===== config.mk =====
export PLATFORM = sky130hd
export DESIGN_NAME = button_debounce_flat
export DESIGN_NICKNAME = d
export VERILOG_FILES = /design/src/rtl/button_debounce_if.sv /design/src/rtl/button_debounce.sv /design/src/flat_wrapper.sv
export SDC_FILE = /design/constraint.sdc
export NUM_CORES = 1
export LEC_CHECK = 0
export CAP_MARGIN = 20
export CORE_AREA = 2 2 39 41
export DETAILED_ROUTE_END_ITERATION = 16
export DIE_AREA = 0 0 41 43
export DONT_BUFFER_PORTS = 1
export PLACE_DENSITY = 0.55
export RECOVER_POWER = 50
export SYNTH_ARGS = -nofsm -noshare
export SYNTH_HDL_FRONTEND = slang
export SYNTH_SLANG_ARGS = --single-unit

===== constraint.sdc =====
create_clock -name clk -period 4.1 [get_ports clk]
set_clock_uncertainty 0.2 [all_clocks]
set_input_delay 0.41 -clock clk [delete_from_list [all_inputs] [get_ports clk]]
set_output_delay 0.41 -clock clk [all_outputs]
set_load 0.05 [all_outputs]

===== src/rtl/button_debounce_if.sv =====
// Button debouncer port bundle: raw button in, clean level and busy out.
interface button_debounce_if;
  logic btn_in;
  logic level_out;
  logic busy;

  modport master (
    output btn_in,
    input  level_out,
    input  busy
  );

  modport slave (
    input  btn_in,
    output level_out,
    output busy
  );
endinterface


===== src/rtl/button_debounce.sv =====
// Two-flop synchronizer plus a four-state stability FSM that turns a
// bouncy asynchronous button into a clean single-domain level.
module button_debounce #(
  parameter int DEBOUNCE_CYCLES = 4,
  parameter int CNT_WIDTH       = 8
) (
  input  logic              clk,
  input  logic              reset,
  button_debounce_if.slave  bus
);

  typedef enum logic [1:0] {
    LOW,
    RISE_WAIT,
    HIGH,
    FALL_WAIT
  } state_t;

  localparam logic [CNT_WIDTH-1:0] CNT_MAX =
    CNT_WIDTH'(DEBOUNCE_CYCLES);
  localparam logic [CNT_WIDTH-1:0] CNT_ONE =
    CNT_WIDTH'(1);

  logic                 sync1;
  logic                 sync_in;
  state_t               state;
  state_t               state_n;
  logic [CNT_WIDTH-1:0] cnt;
  logic [CNT_WIDTH-1:0] cnt_n;

  always_ff @(posedge clk) begin
    if (reset) begin
      sync1   <= 1'b0;
      sync_in <= 1'b0;
    end else begin
      sync1   <= bus.btn_in;
      sync_in <= sync1;
    end
  end

  always_ff @(posedge clk) begin
    if (reset) begin
      state <= LOW;
      cnt   <= '0;
    end else begin
      state <= state_n;
      cnt   <= cnt_n;
    end
  end

  // A single opposite sample in a WAIT state falls back to the
  // stable state it came from, restarting qualification.
  always_comb begin
    state_n = state;
    cnt_n   = cnt;
    unique case (state)
      LOW: begin
        if (sync_in) begin
          state_n = RISE_WAIT;
          cnt_n   = CNT_ONE;
        end else begin
          cnt_n = '0;
        end
      end
      RISE_WAIT: begin
        if (!sync_in) begin
          state_n = LOW;
          cnt_n   = '0;
        end else if (cnt == CNT_MAX) begin
          state_n = HIGH;
          cnt_n   = '0;
        end else begin
          cnt_n = cnt + CNT_ONE;
        end
      end
      HIGH: begin
        if (!sync_in) begin
          state_n = FALL_WAIT;
          cnt_n   = CNT_ONE;
        end else begin
          cnt_n = '0;
        end
      end
      FALL_WAIT: begin
        if (sync_in) begin
          state_n = HIGH;
          cnt_n   = '0;
        end else if (cnt == CNT_MAX) begin
          state_n = LOW;
          cnt_n   = '0;
        end else begin
          cnt_n = cnt + CNT_ONE;
        end
      end
    endcase
  end

  assign bus.level_out = (state == HIGH) ||
                         (state == FALL_WAIT);
  assign bus.busy      = (state == RISE_WAIT) ||
                         (state == FALL_WAIT);

endmodule


===== src/flat_wrapper.sv =====
// flat-port wrapper written by rule: the top's interface ports become plain ports
module button_debounce_flat 
#(
  parameter int DEBOUNCE_CYCLES = 4,
  parameter int CNT_WIDTH       = 8
)
  (clk, reset, bus_btn_in, bus_level_out, bus_busy);
  button_debounce_if bus_i ();
  input  logic clk;
  input  logic reset;
  input wire logic [$bits(bus_i.btn_in)-1:0] bus_btn_in;
  output wire logic [$bits(bus_i.level_out)-1:0] bus_level_out;
  output wire logic [$bits(bus_i.busy)-1:0] bus_busy;
  assign bus_i.btn_in = bus_btn_in;
  assign bus_level_out = bus_i.level_out;
  assign bus_busy = bus_i.busy;
  button_debounce #(.DEBOUNCE_CYCLES(DEBOUNCE_CYCLES), .CNT_WIDTH(CNT_WIDTH)) u_core (.clk(clk), .reset(reset), .bus(bus_i));
endmodule

After elaboration in Yosys (flattened, before gate mapping)
Index checks and enable logic that the tools add are counted.

$add $sub $neg: 1. Equality and inequality tests: 8. Mux-type cells: 13. Reductions and logical operators: 4.

Operators by type and width (number): $pmux 8 s4 (1); $mux 8 (3); $mux 2 (6); $add 8x1->8 const B (1); $eq 8x3->1 const B (1); $pmux 2 s4 (1); $eq 2x2->1 const B (2); $reduce_and 4->1 (1); $ne 3x1->1 const B (1); $ne 3x3->1 const B (1); $eq 2x1->1 const B (1); $logic_not 2->1 (1); $logic_or 1x1->1 (2); $mux 1 (2); $ne 2x1->1 const B (1); $ne 2x2->1 const B (1).

Register bits after elaboration: 12. Bits of input ports: 3. Output and inout bits: 2.

Depth between registers and ports, before layout
Depth in word-level cells: 4. Depth in mapped cells: 5. Depth with buffers taken out: 5.

Worst setup path before layout
Ideal clock, no wire load.

Path kind: register to register. Start point: register u_core.cnt[0]. End point: register u_core.cnt[0]. Arrival: 1.215 ns. Data required time: 3.753 ns. Path slack: 2.537 ns. Stages on the path, launching flop included: 6. Path through: dfxtp_1 > inv_1 > ha_1 > nand4bb_1 > nor4_2 > o22ai_1.

Word-level cells in the longest chain between the ends: 4.

Ends and longest elaborated chain: start: declaration (line button_debounce.sv:28) `logic [CNT_WIDTH-1:0] cnt;`; start signal: assignment (line button_debounce.sv:47) `cnt <= cnt_n;`; $add 8x1->8 / $eq 8x3->1 (equally long branches); $mux 8 * (line button_debounce.sv:69, button_debounce.sv:88); $mux 8, on equally long branches (line button_debounce.sv:85, button_debounce.sv:66); $pmux 8 s4 * (line button_debounce.sv:56) `unique case (state)`.

Every way passes the cells marked *; elsewhere a longest branch is shown, timed or not. A chain may end at the register's enable or synchronous reset.

==> results <==
- The total iterations of the first detailed-routing run is 4.
- In this run, CTS created clock tree buffers numbering 3.
- The synthesized design contains 12 register bits.
- The flow ran to the end, and the final reports show no timing, DRC or antenna violations.
- In the final routed layout, each cell accounts on average for 11.4 µm.
- For this design the static power due to leakage is 0.191 nW.
- The worst IR drop on VDD is 0.189 mV.
- STA puts the critical path data arrival time at 1.91 ns.
- The layout cell share with drive strength beyond 1 is 8.06%.
- The slew of the pin with the lowest slew margin is 0.661 ns.
- The standard cell with the maximum stage delay on the critical path is sky130_fd_sc_hd__dfxtp_1.
- The floorplan has 14 rows.
- The fill cell total of the finished layout is 143.
- Across all layers, the routed design uses 434 vias.
- The number of different library cells used by synthesis comes to 23.
- Clock tree synthesis found a total of 12 sinks.
- The average instance in the mapped netlist occupies 9.06 µm².
- The delay contributed by the slowest stage of the critical path is 0.70 ns.
- The largest buffer count on any clock path is 2.
- After synthesis, flip-flops and latches occupy 45.0% of the total area.
- The top achievable clock speed is 528 MHz.
- The type of the tightest min-delay check is in -> reg.
- Along the worst hold path, the cell count comes to 1.
- The TritonCTS clock tree is built.
- Setup repair after global routing left no endpoint under its margin.
- Once placement finished, the instance area stood at 547 µm².
- The synthesized netlist occupies a cell area of 534 µm².
- The path with the worst hold slack has its endpoint at u_core.sync1.
- The internal power summed over all cells is 0.175 mW.
- Entering global routing, the biggest net connects 8 pins.
- The sequential group share of total power is 54.8%.
- The kind of start point of the critical path is a flip-flop.
- The number of antenna diodes in the final layout is 0.
- The critical path buffer and inverter count is 0.
- The number of antenna violations at the first check in global routing is 0.
- The ratio of total power to cell area is 371 mW/mm².
- The final number of max-transition violations was 0.
- Summing all multi-input logic gate instances after layout gives 268 µm².
- The count of endpoints failing setup in the final report is 0.
- The overall routing resource usage is 14.7%.
- Along the worst path, the maximum fanout reaches 5.
- After clock tree synthesis, the clock-pin slew on the worst setup and hold paths is 0.08 ns.
- The reg-to-reg critical path startpoint is u_core.state[0].
- After detailed routing, the number of vias per cell comes to 5.56.
- The portion of total power attributed to the clock network is 43.0%.
- The critical path in this run is classified as reg -> reg.
- During synthesis, Yosys emitted a total of 0 warnings.
- The startpoint identified for the worst hold timing path is bus_btn_in.
- The net count after synthesis is 64.
- After clock tree synthesis, the repair step resized 0 gates.
- Grouping stages by cell kind, the critical path spends the most delay in simple AND/OR/NAND/NOR gates.
- The detailed placer's ending HPWL is 663 µm.
- Once the floorplan was initialized, standard cells occupied 38.6% of the core.
- At the worst endpoint, the required time is 4.12 ns.
- The later pin in the worst-skew pair is clocked with a latency of 0.28 ns.
- In this run switching power makes up 20.6% of total power.
- After routing the design area is 593 µm².
- Buffers inserted to repair hold after CTS numbered 1.
- In this run the number of H-tree levels came out at 1.
- The share of total power dissipated in combinational logic is 2.2%.
- The cell count of the worst reg-to-reg path is 3.
- Traced cell by cell, the critical path runs through or4b_1 > or3_1 > a21oi_1.
- The count of buffers added by post-CTS timing repair for setup is 0.
- The number of I/O port buffers is 0.
- The number of maximum-capacitance constraint violations is 0.
- The relative area change from synthesis to final layout is 11.0%.
- The first global-routing pass estimated 1.64 mm of wire.
- The detailed-route wire length is 890 µm.
- In the routed design, unresolved DRC markers number 0.
- The endpoint class of the critical path is a flip-flop.
- After the first detailed-routing iteration, the DRC count stood at 8.
- The minimum hold slack is 0.0738 ns.
- Setup total negative slack on the finished layout was measured at 0 ns.
- The die height is 43 µm.
- The count of nets left with antenna violations once routing finished came out at 0.
- The via count of the first global-routing pass was 380.
- The region available for standard cell placement spans 0.00138 mm².
- The overall power consumption is 0.220 mW.
- The register-to-register setup slack is 2.21 ns.
- The net count reported at finish is 68.
- The routability congestion estimate from global placement is 0.698.
- After layout, the worst path uses 46.2% of the clock period.
- The net switching power of the design is 0.0452 mW.
- Measured along the x axis, the die boundary spans 41 µm.
- The master cell of the clock root buffer is sky130_fd_sc_hd__clkbuf_4.
- The number of ports placed on the die boundary is 5.
- The headroom to the max-slew limit is 55.6%.
- The die covers 0.00176 mm².
- The count of endpoints failing hold in the final timing report is 0.
- The register area is 240 µm².
- For the finished layout, the period the worst path requires is 1.89 ns.
- After global routing the overflow that remains totals 0.
- In the synthesized netlist, the number of instances is 59.
## worst register-to-register path, delay by kind of cell, from the launching register on
family / cells / cell delay [ns]
compound gates: 1 / 0.13
flops: 1 / 0.70
simple gates: 2 / 0.81
## power groups by stage
stage	clock network [mW]	logic (mW)	registers [mW]
4_1_cts	0.0988	0.00483	0.120
6_report	0.0945	0.00478	0.120
2_1_floorplan	0	0.00423	0.122
5_1_grt	0.106	0.00552	0.121
3_5_place_dp	0	0.00375	0.123
3_3_place_gp	0	0.00367	0.123
## metrics by stage
step                      cells  utilization, %  worst slack (ns)
final                        78            42.9              2.21
after global routing         78            42.9              2.06
after CTS                    78            42.9              2.20
after detailed placement     73            39.5              2.22
after global placement       73            39.5              2.22
after floorplan              59               -              2.54
## flip-flops by register name, summed over array words and instances (netlist names), named ones only
name / cells
u_core.cnt: 8
u_core.state: 1
u_core.sync1: 1
u_core.sync_in: 1
## layout by cell type (no fill, tap or decap), types with 2 or more instances in the layout
master                     Yosys  layout
sky130_fd_sc_hd__a21oi_1       3       3
sky130_fd_sc_hd__dfxtp_1      12      12
sky130_fd_sc_hd__nand2_1       3       3
sky130_fd_sc_hd__nor2b_1       2       2
sky130_fd_sc_hd__xor2_1        2       2
sky130_fd_sc_hd__clkbuf_4      0       3
sky130_fd_sc_hd__or3_1         4       4
sky130_fd_sc_hd__o21ai_0       4       4
sky130_fd_sc_hd__nand3_1       6       6
sky130_fd_sc_hd__ha_1          2       2
sky130_fd_sc_hd__inv_1         5       5
sky130_fd_sc_hd__a211oi_1      3       3
## cell type report
cell class / count / share of cell area (%)
Sequential cell: 12 / 40.5
Tap cell: 16 / 3.38
Multi-Input combinational cell: 40 / 45.1
Inverter: 5 / 3.16
Timing Repair Buffer: 1 / 1.69
Clock buffer: 4 / 6.12
## synthesized netlist by cell type
| cell type | instances | area, µm² |
|---|---|---|
| sky130_fd_sc_hd__clkbuf_1 | 2 | 7.51 |
| sky130_fd_sc_hd__xor2_1 | 2 | 17.5 |
| sky130_fd_sc_hd__o21ai_0 | 4 | 20.0 |
| sky130_fd_sc_hd__inv_1 | 5 | 18.8 |
| sky130_fd_sc_hd__nand3_1 | 6 | 30.0 |
| sky130_fd_sc_hd__nor2b_1 | 2 | 12.5 |
| sky130_fd_sc_hd__nor3b_1 | 1 | 7.51 |
| sky130_fd_sc_hd__o31ai_1 | 1 | 7.51 |
| sky130_fd_sc_hd__nor2_1 | 1 | 3.75 |
| sky130_fd_sc_hd__ha_1 | 2 | 25.0 |
| sky130_fd_sc_hd__dfxtp_1 | 12 | 240 |
| sky130_fd_sc_hd__nand4bb_1 | 1 | 11.3 |
| sky130_fd_sc_hd__and4b_1 | 1 | 10.0 |
| sky130_fd_sc_hd__or4b_1 | 1 | 10.0 |
| sky130_fd_sc_hd__nand4_1 | 1 | 6.26 |
| sky130_fd_sc_hd__nor4_2 | 1 | 12.5 |
| sky130_fd_sc_hd__nand2_1 | 3 | 11.3 |
| sky130_fd_sc_hd__nor3_1 | 1 | 5.00 |
| sky130_fd_sc_hd__or3_1 | 4 | 25.0 |
| sky130_fd_sc_hd__xnor2_1 | 1 | 8.76 |
| sky130_fd_sc_hd__a21oi_1 | 3 | 15.0 |
| sky130_fd_sc_hd__o22ai_1 | 1 | 6.26 |
| sky130_fd_sc_hd__a211oi_1 | 3 | 22.5 |
## cells by family (layout without fill, tap and decap cells)
family          Yosys count  in the layout  share of synthesized area (%)
simple gates             23             23                           27.2
compound gates           12             12                           13.3
flops                    12             12                           45.0
buf+inv                   7             10                           4.92
xor+xnor                  3              3                           4.92
fa+ha+maj                 2              2                           4.68
## routing by layer
metal	routed length (µm)	vias to the layer above	GRT usage, %
met3	25	4	5.24
met5	0	-	0
met1	412	208	17.8
li1	-	217	-
met2	419	5	18.8
met4	33	0	14.0
## how the worst max path moves through the flow
stage	from	endpoint	slack, ns	cells after the start
finish	u_core.state[0]	flip-flop	2.21	3
global route	u_core.cnt[0]	u_core.cnt[0]	2.06	5
CTS	u_core.state[0]	flip-flop	2.20	3
detailed placement	u_core.state[0]	flip-flop	2.22	3
global placement	u_core.state[0]	flip-flop	2.22	3
floorplan	u_core.cnt[0]	u_core.cnt[0]	2.54	5
No activity file was read; power rests on OpenSTA's default activity.
